File: config.mk
export PLATFORM = sky130hd
export DESIGN_NAME = mux_scan_ctrl
export DESIGN_NICKNAME = d
export VERILOG_FILES = /design/src/rtl/mux_scan_ctrl.sv
export SDC_FILE = /design/constraint.sdc
export NUM_CORES = 1
export LEC_CHECK = 0
export ABC_AREA = 1
export BUFFER_PORTS_ARGS = -buffer_cell sky130_fd_sc_hd__buf_4
export CELL_PAD_IN_SITES_DETAIL_PLACEMENT = 2
export CELL_PAD_IN_SITES_GLOBAL_PLACEMENT = 2
export CORE_MARGIN = 1
export CORE_UTILIZATION = 30
export CTS_BUF_LIST = sky130_fd_sc_hd__clkbuf_16
export CTS_CLUSTER_SIZE = 14
export DETAILED_ROUTE_END_ITERATION = 10
export GPL_TIMING_DRIVEN = 0
export PLACE_DENSITY_LB_ADDON = 0.1
export RECOVER_POWER = 25
export SETUP_SLACK_MARGIN = 0.5
export SLEW_MARGIN = 15
export SYNTH_ARGS = -nofsm -noshare
export SYNTH_HDL_FRONTEND = slang
export SYNTH_SLANG_ARGS = --single-unit
File: constraint.sdc
create_clock -name clk -period 3.45 [get_ports clk]
set_input_delay 0.69 -clock clk [delete_from_list [all_inputs] [get_ports clk]]
set_output_delay 0.69 -clock clk [all_outputs]
set_load 0.005 [all_outputs]
File: src/rtl/mux_scan_ctrl.sv
// Column scan controller for a 64-lane 32:1 mux: steps sel through columns 0..31, holds each
// column for dwell+1 cycles and captures the mux output on the last cycle of every column.
module mux_scan_ctrl #(
    parameter int unsigned DWELL_W = 8
) (
    input  logic               clk,
    input  logic               reset,
    input  logic               start,
    input  logic               stop,
    input  logic               continuous,
    input  logic [DWELL_W-1:0] dwell,
    input  logic [63:0]        mux_out,
    output logic [4:0]         sel,
    output logic               busy,
    output logic               sample_valid,
    output logic [63:0]        sample_data,
    output logic [4:0]         sample_col,
    output logic               frame_done,
    output logic [31:0]        active_mask
);

    typedef enum logic [0:0] {StIdle, StRun} state_e;

    state_e             state_q, state_d;
    logic [DWELL_W-1:0] cnt_q, cnt_d;
    logic [DWELL_W-1:0] dwell_q, dwell_d;
    logic [4:0]         sel_q, sel_d;
    logic [4:0]         col_q, col_d;
    logic               busy_q, busy_d;
    logic               valid_q, valid_d;
    logic               done_q, done_d;
    logic [63:0]        data_q, data_d;
    logic [31:0]        acc_q, acc_d;
    logic [31:0]        mask_q, mask_d;

    always_comb begin
        state_d = state_q;
        cnt_d   = cnt_q;
        dwell_d = dwell_q;
        sel_d   = sel_q;
        col_d   = col_q;
        busy_d  = busy_q;
        data_d  = data_q;
        acc_d   = acc_q;
        mask_d  = mask_q;
        valid_d = 1'b0;
        done_d  = 1'b0;

        unique case (state_q)
            StIdle: begin
                sel_d  = 5'd0;
                cnt_d  = '0;
                busy_d = 1'b0;
                if (start && !stop) begin
                    state_d = StRun;
                    busy_d  = 1'b1;
                    dwell_d = dwell;
                end
            end
            StRun: begin
                if (stop) begin
                    // Abort wins over a coincident capture; the finished mask is kept.
                    state_d = StIdle;
                    busy_d  = 1'b0;
                    sel_d   = 5'd0;
                    cnt_d   = '0;
                    acc_d   = '0;
                end else if (cnt_q == dwell_q) begin
                    valid_d       = 1'b1;
                    data_d        = mux_out;
                    col_d         = sel_q;
                    cnt_d         = '0;
                    sel_d         = sel_q + 5'd1;
                    acc_d[sel_q]  = |mux_out;
                    if (sel_q == 5'd31) begin
                        done_d = 1'b1;
                        mask_d = acc_d;
                        acc_d  = '0;
                        if (!continuous) begin
                            state_d = StIdle;
                            busy_d  = 1'b0;
                        end
                    end
                end else begin
                    cnt_d = cnt_q + 1'b1;
                end
            end
            default: begin
                state_d = StIdle;
            end
        endcase
    end

    always_ff @(posedge clk) begin
        if (reset) begin
            state_q <= StIdle;
            cnt_q   <= '0;
            dwell_q <= '0;
            sel_q   <= 5'd0;
            col_q   <= 5'd0;
            busy_q  <= 1'b0;
            valid_q <= 1'b0;
            done_q  <= 1'b0;
            data_q  <= '0;
            acc_q   <= '0;
            mask_q  <= '0;
        end else begin
            state_q <= state_d;
            cnt_q   <= cnt_d;
            dwell_q <= dwell_d;
            sel_q   <= sel_d;
            col_q   <= col_d;
            busy_q  <= busy_d;
            valid_q <= valid_d;
            done_q  <= done_d;
            data_q  <= data_d;
            acc_q   <= acc_d;
            mask_q  <= mask_d;
        end
    end

    assign sel          = sel_q;
    assign busy         = busy_q;
    assign sample_valid = valid_q;
    assign sample_data  = data_q;
    assign sample_col   = col_q;
    assign frame_done   = done_q;
    assign active_mask  = mask_q;

endmodule

* Word level (Yosys, flattened, before mapping)
Cells that the tools add are included.
** Cells by class
- Add/subtract/negate cells :: 2
- Magnitude comparators :: 2
- Equal/unequal tests :: 5
- Mux-type cells :: 25
- Bitwise operators :: 3
- Reduce and logical (&&, ||, !) cells :: 12
** Operator list (number)
- $mux 32 :: 3
- $reduce_or 64->1 :: 1
- $bwmux 32 :: 1
- $mux 8 :: 2
- $pmux 8 s2 :: 1
- $mux 1 :: 12
- $mux 5 :: 2
- $pmux 5 s2 :: 1
- $add 8x1->8 const B :: 1
- $eq 8x8->1 :: 1
- $lt 5x6->1 const B :: 1
- $ne 3x2->1 const B :: 2
- $reduce_and 3->1 :: 2
- $add 5x1->5 const B :: 1
- $demux 1 s5 :: 1
- $eq 5x5->1 const B :: 1
- $ge 5x1->1 const B :: 1
- $pmux 1 s2 :: 2
- $reduce_and 2->1 :: 2
- $reduce_and 4->1 :: 1
- $reduce_or 4->1 :: 1
- $ne 3x3->1 const B :: 1
- $not 1->1 :: 3
- $reduce_or 3->1 :: 1
- other kinds (3) :: 4
** Storage, ports and cells
- Register bits after elaboration :: 158
- Input port bits :: 77
- Output and inout bits :: 109

* Longest topological paths before layout
Gate-level depths: netlist of the first run.
- Word-level depth :: 8
- Depth in mapped cells :: 12
- Gate-level depth less buffers :: 11

* Worst setup path after synthesis of the first run
Ideal clock, no wire load.
- Kind :: input-to-reg
- From :: in mux_out[25]
- To :: reg mask_q[10], in the netlist active_mask[10]
- Data arrival time :: 1.629 ns
- Required time :: 3.333 ns
- Setup slack :: 1.704 ns
- Cell stages on the path :: 9
- Path buffers :: 1
- Cell sequence :: nor2_1 -> nand2_1 -> nor2_1 -> nand2_1 -> nor2_1 -> buf_2 -> nand3_1 -> a21oi_1 -> nor2_1
** On the way
- Cells in the longest elaborated chain, start to end :: 2
** Ends and longest elaborated chain
- start: declaration :: RTL line 12 : input logic [63:0] mux_out,
- $reduce_or 64->1 :: RTL line 74 : acc_d[sel_q] = |mux_out;
- $bwmux 32 :: RTL line 74
- end signal: assignment :: RTL line 118 : mask_q <= mask_d;
- end: declaration :: RTL line 34 : logic [31:0] mask_q, mask_d;
Every way passes these cells.
A chain may end at the register's enable or synchronous reset.

* Worst setup path after layout of the first run
- From :: in reset
- To :: reg data_q[6], in the netlist sample_data[6]
** RTL lines
- start: declaration :: RTL line 7 : input logic reset,
- end signal: assignment :: RTL line 116 : data_q <= data_d;
- end: declaration :: RTL line 32 : logic [63:0] data_q, data_d;
No word-level cell between the ends.

==> flow_summary.toml, run 1 <==
[floorplan]
die_area_mm2 = 0.02257
start_util = 0.3097
io_pins = 186
die_w_um = 150.2
core-area_mm2 = 0.02129
rows = 53
die_y_um = 150.2

[detailed_routing]
drt_iter0_drc = 198
first_pass_iters = 4
vias_per_cell = 4.900
detail-route-antenna-nets = 0
drcViolationCount = 0
routed_wl_um = 24470
vias = 6889
routedWlPerCell_um = 17.40

[clock_network]
cts_hold_buffers = 0
post_cts_buffers = 0
clock_path_buffers = 2
cts_root_buf = "clkbuf_16"
cts_buffers = 17
insertion_delay_ns = 0.43
cts_sinks = 158
clk_pin_slew_ns = 0.06
post_cts_resized = 0
cts_tree = "built"
cts-htree-levels = 4

[pwr]
power_per_cell_area_mw_per_mm2 = 451.4
max-vdd-ir-drop_mv = 0.2667
p_leak_nw = 3.661
p_total_mw = 3.996

[placed_design]
dp.cells = 1374
hpwl_um = 18220
place_area_mm2 = 0.008325
dp_slack_ns = 0.8181
io_buffers = 185
gp_congestion = 0.7495

[yosys]
synth_seq_cells = 158
synth_edf_count = 0
syn_avg_cell_area_um2 = 7.213
synthCells = 914
async_flop_share = 0
ys.flop_type = "dfxtp_1"
syn_nets = 997
yosysSeqAreaShare = 0.4798
ys_warn_count = 0
synth_area_mm2 = 0.006593
synth_cell_types = 25

[worst_setup_path]
worst-path-buf-inv = 4
path_cells = "buf_4 > clkbuf_1 > clkbuf_1 > clkbuf_1 > a21oi_1"
crit_arrival_ns = 2.41
start_kind = "input pin"
critPathTopFamily = "buffers and inverters"
required_ns = 3.74
cpMaxStageDelayCell = "clkbuf_1"
end_kind = "flip-flop"
worstPathMaxFanout = 10
crit_top_cell = "clkbuf_1"
slowest_delay_ns = 0.54
crit_type = "in -> reg"

[grt]
grt_pass1_wl_um = 38380
grt_start_max_net_pins = 17
grt_overflow_total = 0
grt_use_total = 0.2215
first_global_vias = 7260
antenna_found_initial = 0

[finish]
drive_gt1_frac = 0.2378
final_design_area_no_fill_mm2 = 0.008851
final_cells = 1406
num_antenna_cells = 0
final_nets = 1201
syn_to_final_growth_pct = 34.26
post-route-util = 0.4158

[timing]
worst_pin_slew_ns = 0.7138
min_period_over_period = 0.6159
rsz0062_at_grt = "false"
fmaxAchievable_ghz = 0.4706
maxSlewHeadroom = 0.5241
fin_setup_tns_ns = 0
setup_viol = 0
period_minus_slack_ns = 2.125
holdWs_ns = 0.4643
drv_slew = 0
fin_ws_ns = 1.325
finClkSkew_ns = 0.01189
hold_violations = 0

[run_status]
status = "finished clean"

[min_path]
min_path_type = "reg -> reg"

[run]
maxCapViolations = 0
[metal layers]
| layer | global-route usage | vias up | part of all wire |
|---|---|---|---|
| met5 | 0 | - | 0 |
| met4 | 0.06717 | 0 | 0.015 |
| met3 | 0.03909 | 26 | 0.041 |
| met2 | 0.3845 | 160 | 0.48 |
| met1 | 0.2779 | 3316 | 0.46 |
| li1 | - | 3387 | - |
[worst register-to-register path: stages, from the launching register on]
cell and delay [ns]:
dfxtp_1 0.40, ha_1 0.21, nand2_1 0.10, nor2_1 0.12
ha_1 0.22, inv_1 0.09, nor2_2 0.37, buf_2 0.29
o21ai_0 0.11, nor2_1 0.13
[cell usage in the layout, fill, tap and decap left out, drive strengths merged, types with 3 or more instances in the layout]
master	synthesis	layout
ha	6	6
buf	33	155
nand3	73	73
clkinv	0	6
or2	32	32
nor2	134	134
nand2	226	226
inv	34	39
bufinv	0	3
clkbuf	17	97
nor3	3	3
xnor2	3	3
dfxtp	158	158
a21oi	141	141
o21ai	48	48
[where the power goes]
group / switching [mW] / internal (mW)
registers: 0.0122 / 1.84
logic: 0.138 / 0.105
clock network: 0.772 / 1.12
total: 0.922 / 3.07
[worst paths after layout]
path	slack, ns	to	start	cells after the start
max reg2reg	1.35	active_mask[5]$_SDFFE_PP0P_	sel[0]$_SDFFE_PP0P_	9
max	1.33	sample_data[6]$_SDFFE_PP0P_	reset	5
min reg2reg	0.46	sample_data[10]$_SDFFE_PP0P_	sample_data[10]$_SDFFE_PP0P_	2
min	0.46	sample_data[10]$_SDFFE_PP0P_	sample_data[10]$_SDFFE_PP0P_	2
[sequential cells by signal, indices dropped and copies added (netlist names)]
name / count
dwell_q: 8
acc_q: 32
sample_data: 64
frame_done: 1
active_mask: 32
busy: 1
sample_valid: 1
sel: 5
sample_col: 5
cnt_q: 8
state_q: 1
[cell families after synthesis]
family	share of synthesized area
adders and majority gates	0.01139
and+or+nand+nor	0.2985
xor gates and xnor gates	0.005315
buffers and inverters	0.05940
DFF	0.4798
AOI/OAI and AO/OA	0.1456
[layout make-up]
class / count / area (µm²)
Fill cell: 2584 / 12440
Buffer: 50 / 264.0
Tap cell: 275 / 344.1
Sequential cell: 158 / 3163
Timing Repair Buffer: 185 / 1333
Inverter: 34 / 127.6
Multi-Input combinational cell: 672 / 3038
Clock inverter: 15 / 156.4
Clock buffer: 17 / 425.4
[synthesized netlist by cell type, types with 2 or more instances]
| cell | count | area (µm²) |
|---|---|---|
| nor2_1 | 131 | 491.7 |
| buf_4 | 4 | 30.03 |
| nor3_1 | 3 | 15.01 |
| xnor2_1 | 3 | 26.28 |
| clkbuf_1 | 17 | 63.81 |
| nor3b_1 | 2 | 15.01 |
| nor2_2 | 3 | 18.77 |
| buf_6 | 4 | 45.04 |
| a21oi_1 | 141 | 705.7 |
| o21ai_0 | 47 | 235.2 |
| ha_1 | 6 | 75.07 |
| inv_2 | 3 | 11.26 |
| nand3_1 | 72 | 360.4 |
| buf_2 | 25 | 125.1 |
| or2_2 | 32 | 200.2 |
| nand2_1 | 225 | 844.6 |
| inv_1 | 31 | 116.4 |
| dfxtp_1 | 158 | 3163 |
(Power assumes the default switching activity.)
==> inputs of run 2 (changes only) <==
- CORE_UTILIZATION: 30 -> 25
- clock period: 3.45 -> 1.9 ns (I/O delays scaled with it)
==> run 2 against run 1 <==
  * Non-clock buffer count up 21
  * Via count up 2.1%
  * Register-to-register slack worse by 1.2 ns
  * Worst hold slack worse by 0.26 ns
  * Utilization down 3.7 points
  * Routed wire length up 6.1%
  * Setup slack worse by 1.1 ns
  * Cell count up 5.8%
==> flow_summary.toml, run 2 (synthesized netlist as in run 1, its figures left out) <==
[timing]
min_period_over_period = 0.9000
drv_slew = 0
period_minus_slack_ns = 1.710
hold_violations = 0
worst_pin_slew_ns = 0.7760
fin_setup_tns_ns = 0
fmaxAchievable_ghz = 0.5848
maxSlewHeadroom = 0.4826
finClkSkew_ns = 0.01766
setup_viol = 0
rsz0062_at_grt = "true"

[worst_setup_path]
end_kind = "flip-flop"
crit_type = "reg -> reg"
worstPathMaxFanout = 10
crit_arrival_ns = 2.03
path_cells = "xnor2_2 > nand2_1 > nor2_4 > nand3_4 > inv_8 > nand2_8 > buf_6 > a21oi_2 > nor2_1"
r2r_start = "cnt_q[2]$_SDFF_PP0_"
slowest_delay_ns = 0.36
cpMaxStageDelayCell = "dfxtp_4"
required_ns = 2.22
start_kind = "flip-flop"
critPathTopFamily = "simple AND/OR/NAND/NOR gates"
worst-path-buf-inv = 2
crit_start = "cnt_q[2]$_SDFF_PP0_"

[grt]
grt_pass1_wl_um = 39870
grt_start_max_net_pins = 17
grt_overflow_total = 0
grt_use_total = 0.1938
first_global_vias = 7394
antenna_found_initial = 0

[finish]
largest_reg_flops = 64
num_antenna_cells = 0
final_nets = 1222
final_common_cell = "nand2_1"
drive_gt1_frac = 0.3498
multi_input_area_mm2 = 0.003456
layout_common_cells = "nand2_1, buf_4, dfxtp_1, nor2_1, a21oi_1"
fillerInstances = 3008
syn_to_final_growth_pct = 49.40
register_area_mm2 = 0.003198
final_cells = 1487

[detailed_routing]
routed.top_layer = "met4"
met1_length_um = 11150
first_pass_iters = 4
dr_wl_met2_um = 12610
route.met3.wl_um = 1922
drt_iter0_drc = 215
routedWlPerCell_um = 17.47
detail-route-antenna-nets = 0
drcViolationCount = 0
vias_per_cell = 4.728
vias = 7031
routed_wl_um = 25970

[clock_network]
cts_sinks = 158
insertion_delay_ns = 0.43
clk_pin_slew_ns = 0.07
cts_buffers = 17
cts-htree-levels = 4
cts_tree = "built"
cts_root_buf = "clkbuf_16"
clock_path_buffers = 2

[run]
maxCapViolations = 0

[floorplan]
rows = 59
core-area_mm2 = 0.02598
die_area_mm2 = 0.02702
die_y_um = 164.4
start_util = 0.2537
io_pins = 186
die_w_um = 164.4

[placed_design]
hpwl_um = 18650
io_buffers = 185
dp.cells = 1434
gp_congestion = 0.7305

[pwr]
power_per_cell_area_mw_per_mm2 = 739.5
p_total_mw = 7.284
max-vdd-ir-drop_mv = 0.4543
p_leak_nw = 3.882

[min_path]
min_path_type = "in -> reg"
worstHoldStart = "dwell[3]"

[run_status]
status = "finished clean"
==> run 2: area by class of cell <==
cell class              count  area share
clock inverters            15     0.01474
plain buffers              50     0.04306
repair buffers            206      0.1656
well taps                 335     0.04256
inverters                  34     0.01524
multi-input cells         672      0.3509
flip-flops and latches    158      0.3247
clock buffers              17     0.04319
==> run 2: worst paths after layout <==
check                                                    to  slack, ns  cells after the start
worst max-delay path            active_mask[2]$_SDFFE_PP0P_       0.19                      9
worst min-delay path                dwell_q[3]$_SDFFE_PP0P_       0.21                      3
worst max register to register  active_mask[2]$_SDFFE_PP0P_       0.19                      9
worst min register to register          cnt_q[0]$_SDFF_PP0_       0.46                      1
==> run 2: metrics by stage <==
step	util	hold WS (ns)	area, µm²	setup WS, ns
global route	0.3790	0.2014	9849	0.09399
global placement	0.3297	0.4420	8567	-0.4148
detailed placement	0.3297	0.4476	8567	-0.3784
finish	0.3790	0.2086	9849	0.1899
CTS	0.3667	0.1960	9528	0.2056
floorplan	-	0.4200	6759	0.4721
==> run 2: where the power goes <==
| part | switching, mW | total, mW | internal, mW |
|---|---|---|---|
| clock | 1.49 | 3.42 | 1.93 |
| sequential | 0.0241 | 3.36 | 3.34 |
| combinational | 0.276 | 0.503 | 0.227 |
| total | 1.79 | 7.28 | 5.49 |
==> run 2: repair_timing <==
action                                  in CTS  in global routing
buffers inserted                            10                  3
gates resized for setup                     77                 79
pin swaps                                   13                 35
gates cloned                                 3                  5
endpoints found under the setup margin     157                158
hold buffers                                 0                  0
==> run 2: worst min-delay path: stages <==
cell and delay (ns):
buf_4 0.07, o21ai_0 0.07, nor2_1 0.07
==> run 2: routing by layer <==
layer,vias to the layer above,global-route usage
li1,3436,-
met1,3439,0.2277
met2,143,0.3293
met3,13,0.07911
met4,0,0.04128
met5,-,0
